--- config.mk ---
export PLATFORM = sky130hd
export DESIGN_NAME = mem_access
export DESIGN_NICKNAME = d
export VERILOG_FILES = /design/src/rtl/mem_access_pkg.sv /design/src/rtl/mem_load_ext.sv /design/src/rtl/mem_access.sv
export SDC_FILE = /design/constraint.sdc
export NUM_CORES = 1
export LEC_CHECK = 0
export ABC_AREA = 1
export CAP_MARGIN = 25
export CORE_MARGIN = 3
export CORE_UTILIZATION = 37
export CTS_CLUSTER_DIAMETER = 60
export DETAILED_ROUTE_END_ITERATION = 10
export GPL_TIMING_DRIVEN = 0
export PLACE_DENSITY = 0.79
export SLEW_MARGIN = 0
export SYNTH_ARGS = -nofsm -noshare
export SYNTH_HDL_FRONTEND = slang
export SYNTH_SLANG_ARGS = --single-unit
--- constraint.sdc ---
create_clock -name clk_in -period 3.6 [get_ports clk_in]
set_clock_uncertainty 0.2 [all_clocks]
set_input_delay 1.08 -clock clk_in [delete_from_list [all_inputs] [get_ports clk_in]]
set_output_delay 1.08 -clock clk_in [all_outputs]
set_load 0.1 [all_outputs]
--- src/rtl/mem_access_pkg.sv ---
// Shared encodings for the memory-access stage: instruction indices, FSM states, RAM width.
package mem_access_pkg;

  localparam int INST_IDX_W = 6;
  localparam int RAM_W      = 8;

  typedef logic [INST_IDX_W-1:0] inst_idx_t;

  localparam inst_idx_t idNOP = 6'd0;
  localparam inst_idx_t idADD = 6'd1;
  localparam inst_idx_t idLB  = 6'd10;
  localparam inst_idx_t idLH  = 6'd11;
  localparam inst_idx_t idLW  = 6'd12;
  localparam inst_idx_t idLBU = 6'd13;
  localparam inst_idx_t idLHU = 6'd14;
  localparam inst_idx_t idSB  = 6'd15;
  localparam inst_idx_t idSH  = 6'd16;
  localparam inst_idx_t idSW  = 6'd17;

  typedef enum logic [1:0] {
    memIDLE = 2'd0,
    memREQ  = 2'd1,
    memXFER = 2'd2,
    memDONE = 2'd3
  } mem_state_e;

  function automatic logic is_load(input inst_idx_t idx);
    return (idx == idLB) || (idx == idLH) || (idx == idLW) ||
           (idx == idLBU) || (idx == idLHU);
  endfunction

  function automatic logic is_store(input inst_idx_t idx);
    return (idx == idSB) || (idx == idSH) || (idx == idSW);
  endfunction

  function automatic logic [2:0] byte_count(input inst_idx_t idx);
    case (idx)
      idLB, idLBU, idSB: return 3'd1;
      idLH, idLHU, idSH: return 3'd2;
      idLW, idSW:        return 3'd4;
      default:           return 3'd0;
    endcase
  endfunction

endpackage

--- src/rtl/mem_load_ext.sv ---
// Sign/zero extension of the assembled little-endian load buffer.
module mem_load_ext
  import mem_access_pkg::*;
(
  input  logic [31:0] raw,
  input  inst_idx_t   inst_idx,
  output logic [31:0] ext
);

  always_comb begin
    ext = raw;
    case (inst_idx)
      idLB:    ext = {{24{raw[7]}}, raw[7:0]};
      idLH:    ext = {{16{raw[15]}}, raw[15:0]};
      idLBU:   ext = {24'd0, raw[7:0]};
      idLHU:   ext = {16'd0, raw[15:0]};
      default: ext = raw;
    endcase
  end

endmodule

--- src/rtl/mem_access.sv ---
// RV32I memory-access stage: bytewise loads/stores over an 8-bit RAM, stalling until done.
// Optional MEM_FAST_GRANT_EN skips REQ when the bus is already granted in IDLE.
module mem_access
  import mem_access_pkg::*;
#(
  parameter int ADDR_W = 17
) (
  input  logic              clk_in,
  input  logic              rst_in,
  input  inst_idx_t         instIdx_in,
  input  logic [31:0]       memAddr_in,
  input  logic [31:0]       valStore_in,
  input  logic              rdE_in,
  input  logic [4:0]        rdIdx_in,
  input  logic [31:0]       rdData_in,
  output logic              rdE_out,
  output logic [4:0]        rdIdx_out,
  output logic [31:0]       rdData_out,
  output logic              stall_out,
  output logic              memReq_out,
  input  logic              memGrant_in,
  output logic [ADDR_W-1:0] ramAddr_out,
  output logic              ramWe_out,
  output logic [RAM_W-1:0]  ramData_out,
  input  logic [RAM_W-1:0]  ramData_in
);

  mem_state_e  state, next_state;
  logic [2:0]  cnt, next_cnt, cnt_m1, n_bytes;
  logic [31:0] load_buf, next_buf, byte_addr, load_ext;
  logic        load_op, store_op, mem_op;
  logic        unused_addr_hi;

  assign load_op   = is_load(instIdx_in);
  assign store_op  = is_store(instIdx_in);
  assign mem_op    = load_op | store_op;
  assign n_bytes   = byte_count(instIdx_in);
  assign byte_addr = memAddr_in + {29'd0, cnt};
  assign cnt_m1    = cnt - 3'd1;
  assign unused_addr_hi = ^byte_addr[31:ADDR_W];

  // Gated by reset so the pipeline is never frozen while the stage is held in reset.
  assign stall_out = rst_in & mem_op & (state != memDONE);

  mem_load_ext u_load_ext (
    .raw      (load_buf),
    .inst_idx (instIdx_in),
    .ext      (load_ext)
  );

  always_ff @(posedge clk_in or negedge rst_in) begin
    if (!rst_in) begin
      state    <= memIDLE;
      cnt      <= 3'd0;
      load_buf <= 32'd0;
    end else begin
      state    <= next_state;
      cnt      <= next_cnt;
      load_buf <= next_buf;
    end
  end

  always_comb begin
    next_state  = state;
    next_cnt    = cnt;
    next_buf    = load_buf;
    memReq_out  = 1'b0;
    ramWe_out   = 1'b0;
    ramAddr_out = '0;
    ramData_out = '0;
    rdE_out     = rdE_in;
    rdIdx_out   = rdIdx_in;
    rdData_out  = rdData_in;

    if (!mem_op) begin
      next_state = memIDLE;
      next_cnt   = 3'd0;
    end else begin
      case (state)
        memIDLE: begin
          next_cnt = 3'd0;
`ifdef MEM_FAST_GRANT_EN
          memReq_out = rst_in;
          next_state = memGrant_in ? memXFER : memREQ;
`else
          next_state = memREQ;
`endif
        end
        memREQ: begin
          memReq_out = 1'b1;
          next_cnt   = 3'd0;
          if (memGrant_in) next_state = memXFER;
        end
        memXFER: begin
          memReq_out = 1'b1;
          if (store_op) begin
            ramWe_out   = 1'b1;
            ramAddr_out = byte_addr[ADDR_W-1:0];
            ramData_out = valStore_in[{cnt[1:0], 3'b000} +: 8];
            if (cnt == n_bytes - 3'd1) next_state = memDONE;
            else                       next_cnt   = cnt + 3'd1;
          end else begin
            // Read data lags its address by one cycle, hence the extra cnt = N beat.
            if (cnt < n_bytes) ramAddr_out = byte_addr[ADDR_W-1:0];
            if (cnt != 3'd0) next_buf[{cnt_m1[1:0], 3'b000} +: 8] = ramData_in;
            if (cnt == n_bytes) next_state = memDONE;
            else                next_cnt   = cnt + 3'd1;
          end
        end
        memDONE: begin
          next_state = memIDLE;
          next_cnt   = 3'd0;
          if (load_op) rdData_out = load_ext;
          else         rdE_out    = 1'b0;
        end
        default: next_state = memIDLE;
      endcase
    end
  end

endmodule
==> results of run 1 <==
worst register-to-register path, stage by stage, from the launching register on:
cell	delay, ns
dfrtp_1	0.47
clkbuf_1	0.30
inv_1	0.21
clkbuf_2	0.29
ha_1	0.46
nor2_1	0.43
clkbuf_1	0.42
nand4_1	0.24
nand2_1	0.11
final cells by class:
class	count	area, um2	share of cell area
multi-input cells	425	3328	0.4186
well taps	126	157.7	0.01983
repair buffers	236	2927	0.3681
diodes	1	2.502	0.0003148
flip-flops and latches	37	925.9	0.1165
plain buffers	26	229.0	0.02880
clock buffers	6	82.58	0.01039
clock inverters	2	13.76	0.001731
inverters	58	284.0	0.03573
state kept, by name, indices dropped and copies added, names as in the netlist:
register / cells
cnt: 3
load_buf: 32
state: 2
kinds of logic after synthesis:
logic type / after synthesis / share of synthesized area
xor+xnor: 9 / 0.02247
compound gates: 125 / 0.1890
fa+ha+maj: 18 / 0.06633
simple gates: 273 / 0.3552
buf+inv: 84 / 0.1031
flops: 37 / 0.2639
layer usage:
metal  vias up  wire (um)  GRT usage
li1       2292          -          -
met4         0        872     0.1494
met3        78       1185    0.04963
met1      2450       6305     0.3466
met5         -          0          0
met2       296       9468     0.5436
worst paths after layout:
path	cells past startpoint	from	slack [ns]	end
min in group asynchronous	1	rst_in	0.54	load_buf[26]
max reg2reg	8	cnt[0]	0.41	load_buf[29]
max	14	instIdx_in[1]	-0.80	ramAddr_out[0]
min	1	load_buf[9]	0.32	load_buf[9]
max in group asynchronous	1	rst_in	2.30	load_buf[7]
min reg2reg	1	load_buf[9]	0.32	load_buf[9]
per-stage QoR:
step / utilization / cell area [um2]
2_1_floorplan: - / 4310
6_report: 0.8857 / 7950
3_3_place_gp: 0.6807 / 6110
5_1_grt: 0.8857 / 7950
3_5_place_dp: 0.6801 / 6105
4_1_cts: 0.8489 / 7620
synthesized netlist by cell type (5+ instances only):
cell | n | area (um2)
a21oi_1 | 51 | 255.2
buf_2 | 7 | 35.03
buf_4 | 6 | 45.04
clkbuf_1 | 11 | 41.29
dfrtp_1 | 37 | 925.9
ha_1 | 17 | 212.7
inv_1 | 52 | 195.2
inv_2 | 5 | 18.77
nand2_1 | 94 | 352.8
nand3_1 | 27 | 135.1
nand4_1 | 26 | 162.7
nor2_1 | 103 | 386.6
nor2_4 | 5 | 56.30
nor3_1 | 5 | 25.02
o21a_1 | 8 | 60.06
o21ai_0 | 57 | 285.3
xor2_1 | 6 | 52.55
repair_timing:
action	in CTS	in global routing
pin swaps	38	22
endpoints found under the setup margin	62	66
gates cloned	2	2
setup buffers	66	17
resized for setup	647	57
power by group through the flow:
stage | logic, mW | registers (mW) | clock network [mW]
global placement | 0.479 | 0.426 | 0
detailed placement | 0.485 | 0.426 | 0
global route | 0.624 | 0.418 | 0.330
finish | 0.600 | 0.418 | 0.319
CTS | 0.568 | 0.418 | 0.312
floorplan | 0.294 | 0.426 | 0
cell usage in the layout (no fill, tap or decap), drive strengths merged:
cell / instances
nand3: 29
nand4: 27
or2: 1
o21a: 8
a31oi: 1
dfrtp: 37
nor2: 111
nand2: 98
a21oi: 51
diode: 1
dlygate4sd2: 2
and3: 1
a211oi: 1
nor3: 5
clkinvlp: 1
buf: 153
xnor2: 3
fa: 1
nor3b: 1
a21boi: 1
ha: 17
clkinv: 3
clkbuf: 19
inv: 56
o21ai: 63
xor2: 6
clkdlybuf4s50: 94
==> flow_metrics.py, run 1 <==
metrics = {
    "timing": {
        "fin_crit_ns": 4.397,
        "slew_headroom": 0.3497,
        "setup_ws_ns": -0.7973,
        "rsz0062_at_grt": "yes",
        "setup_viol": 60,
        "max_freq_mhz": 227.4,
        "holdWs_ns": 0.3227,
        "setup_tns_ns": -27.86,
        "min_period_over_period": 1.221,
        "hold_violations": 0,
        "drv_slew": 0,
        "worstMarginPinSlew_ns": 0.9725,
    },
    "pwr": {
        "leakagePower_nw": 3.434,
        "combinationalPowerShare": 0.449,
        "sw_frac_of_total": 0.3834,
        "p_per_area_nw_per_um2": 168.2,
        "p_int_mw": 0.8243,
        "netSwitchingPower_mw": 0.5126,
        "p_seq_frac": 0.313,
        "power_mw": 1.337,
        "clkPwrFrac": 0.238,
        "irDropWorstVdd_uv": 145.5,
    },
    "die": {
        "initial_utilization": 0.3909,
        "die_area_um2": 10690,
        "die_height_um": 103.4,
        "pin_count": 185,
        "rows": 34,
        "die_w_um": 103.4,
        "fp.coreArea_um2": 8976,
    },
    "place": {
        "port_buffers": 164,
        "place_inst": 836,
        "place_ws_ns": -2.516,
        "dp_hpwl_um": 10350,
        "gp_congestion": 0.9147,
    },
    "critical_path": {
        "slowest_stage": "ha_4",
        "critPathKind": "in2out",
        "cp_top_family": "simple AND/OR/NAND/NOR gates",
        "start_kind": "input pin",
        "crit_chain": "buf_12, nor2_4, nand3_2, and3_4, ha_4, nand2_2, nor2_2, a211oi_2, o21ai_2, nor2_4, buf_12, inv_16, nor2_4, buf_12",
        "crit_buf_inv": 4,
        "critPathRequiredTime_ns": 2.32,
        "cp.arrival_ns": 3.12,
        "slowest_delay_ns": 0.24,
        "path_max_fanout": 10,
        "end_kind": "output port",
    },
    "global_routing": {
        "overflow": 0,
        "grt_pass1_vias": 5333,
        "grt_max_degree": 39,
        "grt_first_pass_wirelength_um": 25430,
        "antenna_found_initial": 1,
        "grtUsageTotal": 0.3031,
    },
    "synth": {
        "synth_seq_area_share": 0.2639,
        "ys.warnings.count": 0,
        "syn-num-nets": 683,
        "synth-main-ff-cell": "dfrtp_1",
        "synth_seq_cells": 37,
        "synthCells": 546,
        "synthArstFlopShare": 1.000,
        "synth_edf_count": 0,
        "syn_area_per_cell_um2": 6.426,
        "synth_cell_types": 36,
        "syn-cell-area_um2": 3508,
    },
    "clock_tree": {
        "htreeDepth": 2,
        "cts_tree": "yes",
        "clock_latency_ns": 0.29,
        "cts.sinks": 37,
        "clk_pin_slew_ns": 0.08,
        "hold_buffers": 0,
        "cts_made_buffers": 5,
        "clock-root-buffer": "clkbuf_8",
        "clockBufferDepth": 2,
    },
    "routing": {
        "drt-wirelength-per-cell_um": 19.44,
        "via_per_inst": 5.579,
        "wl_um": 17830,
        "ant_nets": 0,
        "via_count": 5116,
        "drt_iter0_markers": 294,
        "first_pass_iters": 5,
        "drc_errors": 0,
    },
    "hold_path": {
        "hold_path.class": "reg2reg",
    },
    "status": {
        "violations": "negative setup slack",
        "status": "finished, violations left",
    },
    "layout": {
        "final_cells": 917,
        "syn_to_final_growth_pct": 126.6,
        "drive_gt1_frac": 0.4228,
        "nets": 926,
        "fillers": 391,
    },
    "run": {
        "drv_cap": 0,
    },
}
Note: power is estimated with default switching activity, not from simulation.
==> run 2, diff against run 1 <==
- GPL_ROUTABILITY_DRIVEN: not set -> 0
==> run 2 against run 1 <==
  * The flow still finishes with violations (negative setup slack)
  * Worst setup slack better by 0.042 ns
  * Die area stayed put
  * Sequential cell count stayed put
  * Cell area is 3.6% lower
  * Critical path depth is 1 higher
  * Maximum frequency is 0.96% higher
  * Clock power is 3% lower
  * First-iteration DRC count is 11% lower
  * Count of clock-buffer cells in the layout stayed put
  * Largest cell class unchanged
  * Highest routed layer unchanged
==> flow_metrics.py, run 2 (synthesis gave the netlist of run 1 again) <==
metrics = {
    "status": {
        "status": "finished, violations left",
        "violations": "negative setup slack",
    },
    "pwr": {
        "sw_frac_of_total": 0.3808,
        "clkPwrFrac": 0.233,
        "irDropWorstVdd_uv": 161.1,
        "p_seq_frac": 0.316,
        "leakagePower_nw": 3.283,
        "p_per_area_nw_per_um2": 172.5,
        "p_int_mw": 0.8189,
        "netSwitchingPower_mw": 0.5036,
        "power_mw": 1.322,
        "combinationalPowerShare": 0.452,
    },
    "global_routing": {
        "grt_first_pass_wirelength_um": 23920,
        "gr-max-usage-layer": "met2",
        "antenna_found_initial": 1,
        "grtUsageMet3": 0.07042,
        "use_met1": 0.3078,
        "met2_usage": 0.5333,
        "overflow": 0,
        "grt_pass1_vias": 5031,
        "grt_max_degree": 39,
        "grtUsageTotal": 0.2853,
    },
    "timing": {
        "drv_slew": 0,
        "fin_crit_ns": 4.356,
        "setup_ws_ns": -0.7555,
        "setup_viol": 65,
        "min_period_over_period": 1.210,
        "slew_headroom": 0.3502,
        "worstMarginPinSlew_ns": 0.9717,
        "hold_violations": 0,
        "holdWs_ns": 0.3205,
        "setup_tns_ns": -35.34,
        "max_freq_mhz": 229.6,
        "rsz0062_at_grt": "yes",
    },
    "die": {
        "rows": 34,
        "fp.coreArea_um2": 8976,
        "die_w_um": 103.4,
        "pin_count": 185,
        "die_area_um2": 10690,
        "initial_utilization": 0.3909,
        "die_height_um": 103.4,
    },
    "critical_path": {
        "start_kind": "input pin",
        "crit_chain": "buf_12, nor2_4, nand3_4, nor2_4, inv_2, o21ai_4, ha_2, nor2_2, a211oi_2, o21ai_2, nor2_4, buf_12, inv_12, nor2_4, buf_12",
        "end_kind": "output port",
        "slowest_stage": "nor2_4",
        "critPathRequiredTime_ns": 2.32,
        "cp_common_cell": "nor2_4",
        "slowest_delay_ns": 0.21,
        "path_max_fanout": 10,
        "cp.arrival_ns": 3.08,
        "critPathKind": "in2out",
    },
    "layout": {
        "postLayoutCoreUtil": 0.8542,
        "final_cells": 895,
        "largest_reg_flops": 32,
        "top_regs": "load_buf (32), cnt (3), state (2)",
        "largest_register": "load_buf",
        "nets": 905,
        "drive_gt1_frac": 0.4076,
        "syn_to_final_growth_pct": 118.5,
        "final_common_cell": "clkdlybuf4s50_1",
        "final_cell_mix": "clkdlybuf4s50_1 (94), nand2_1 (73), nor2_1 (60), buf_12 (60), o21ai_0 (47)",
    },
    "clock_tree": {
        "clock_latency_ns": 0.29,
        "cts_tree": "yes",
        "clockBufferDepth": 2,
        "clk_pin_slew_ns": 0.07,
        "cts_made_buffers": 5,
        "cts.sinks": 37,
        "clock-root-buffer": "clkbuf_8",
        "htreeDepth": 2,
    },
    "hold_path": {
        "hold_path.class": "reg2reg",
    },
    "routing": {
        "wl_um": 16920,
        "ant_nets": 0,
        "drc_errors": 0,
        "drt-wirelength-per-cell_um": 18.91,
        "via_per_inst": 5.501,
        "via_count": 4923,
        "drt_iter0_markers": 261,
        "first_pass_iters": 5,
    },
    "place": {
        "dp_hpwl_um": 10600,
        "place_inst": 836,
        "port_buffers": 164,
    },
    "run": {
        "drv_cap": 0,
    },
}
-- run 2: cell types whose count changed in the layout (fill, tap and decap cells not counted), sizes merged --
| cell | previous run | this run |
|---|---|---|
| clkbuf | 19 | 20 |
| clkinv | 3 | 1 |
| clkinvlp | 1 | 2 |
| buf | 153 | 131 |
-- run 2: path summary, 6_finish.rpt --
path / start / end / slack (ns) / depth (start not counted)
worst max-delay path: instIdx_in[4] / ramAddr_out[0] / -0.76 / 15
worst min-delay path: load_buf[10] / load_buf[10] / 0.32 / 1
worst max register to register: cnt[0] / load_buf[18] / 0.53 / 8
worst min register to register: load_buf[10] / load_buf[10] / 0.32 / 1
max in group asynchronous: rst_in / load_buf[2] / 2.29 / 1
min in group asynchronous: rst_in / load_buf[24] / 0.54 / 1
-- run 2: repair_timing --
item / in CTS / in global routing
hold buffers: 0 / 0
pin swaps: 33 / 14
setup endpoints to repair: 61 / 65
resized for setup: 632 / 58
cloned: 3 / 1
buffers inserted: 33 / 16
-- run 2: worst max-delay path: cells and delay by family --
| family | cells | cell delay (ns) |
|---|---|---|
| AND/OR/NAND/NOR | 6 | 0.82 |
| buffers and inverters | 5 | 0.60 |
| AO/OA/AOI/OAI | 3 | 0.36 |
| adder cells (fa/ha/maj) | 1 | 0.20 |
-- run 2: final cells by class --
type | instances | area [um2]
Multi-Input combinational cell | 425 | 3277
Timing Repair Buffer | 216 | 2733
Inverter | 58 | 267.8
Clock inverter | 1 | 7.507
Antenna cell | 1 | 2.502
Sequential cell | 37 | 925.9
Fill cell | 491 | 1309
Tap cell | 126 | 157.7
Clock buffer | 6 | 82.58
Buffer | 25 | 214.0
-- run 2: power groups by stage --
stage               Sequential, mW  Combinational (mW)  Clock [mW]
detailed placement           0.426               0.487           0
global placement             0.426               0.479           0
finish                       0.418               0.597       0.308
floorplan                    0.426               0.294           0
CTS                          0.418               0.561       0.302
global route                 0.418               0.619       0.323
-- run 2: through the flow --
stage                     setup slack, ns  instance area [um2]
final                             -0.7555                 7667
after global routing              -0.8435                 7667
after CTS                         -0.6353                 7297
after detailed placement           -2.551                 6105
after global placement             -2.480                 6110
after floorplan                   -0.7018                 4310
-- run 2: per-layer routing --
metal / part of all wire / vias to the layer above
li1: - / 2239
met1: 0.35 / 2341
met2: 0.53 / 258
met3: 0.071 / 85
met4: 0.045 / 0
met5: 0 / -
==> run 3, diff against run 2 <==
- CTS_CLUSTER_SIZE: not set -> 14
==> results of run 3 <==
Final layout, timing and power as in run 2 (identical DEF).
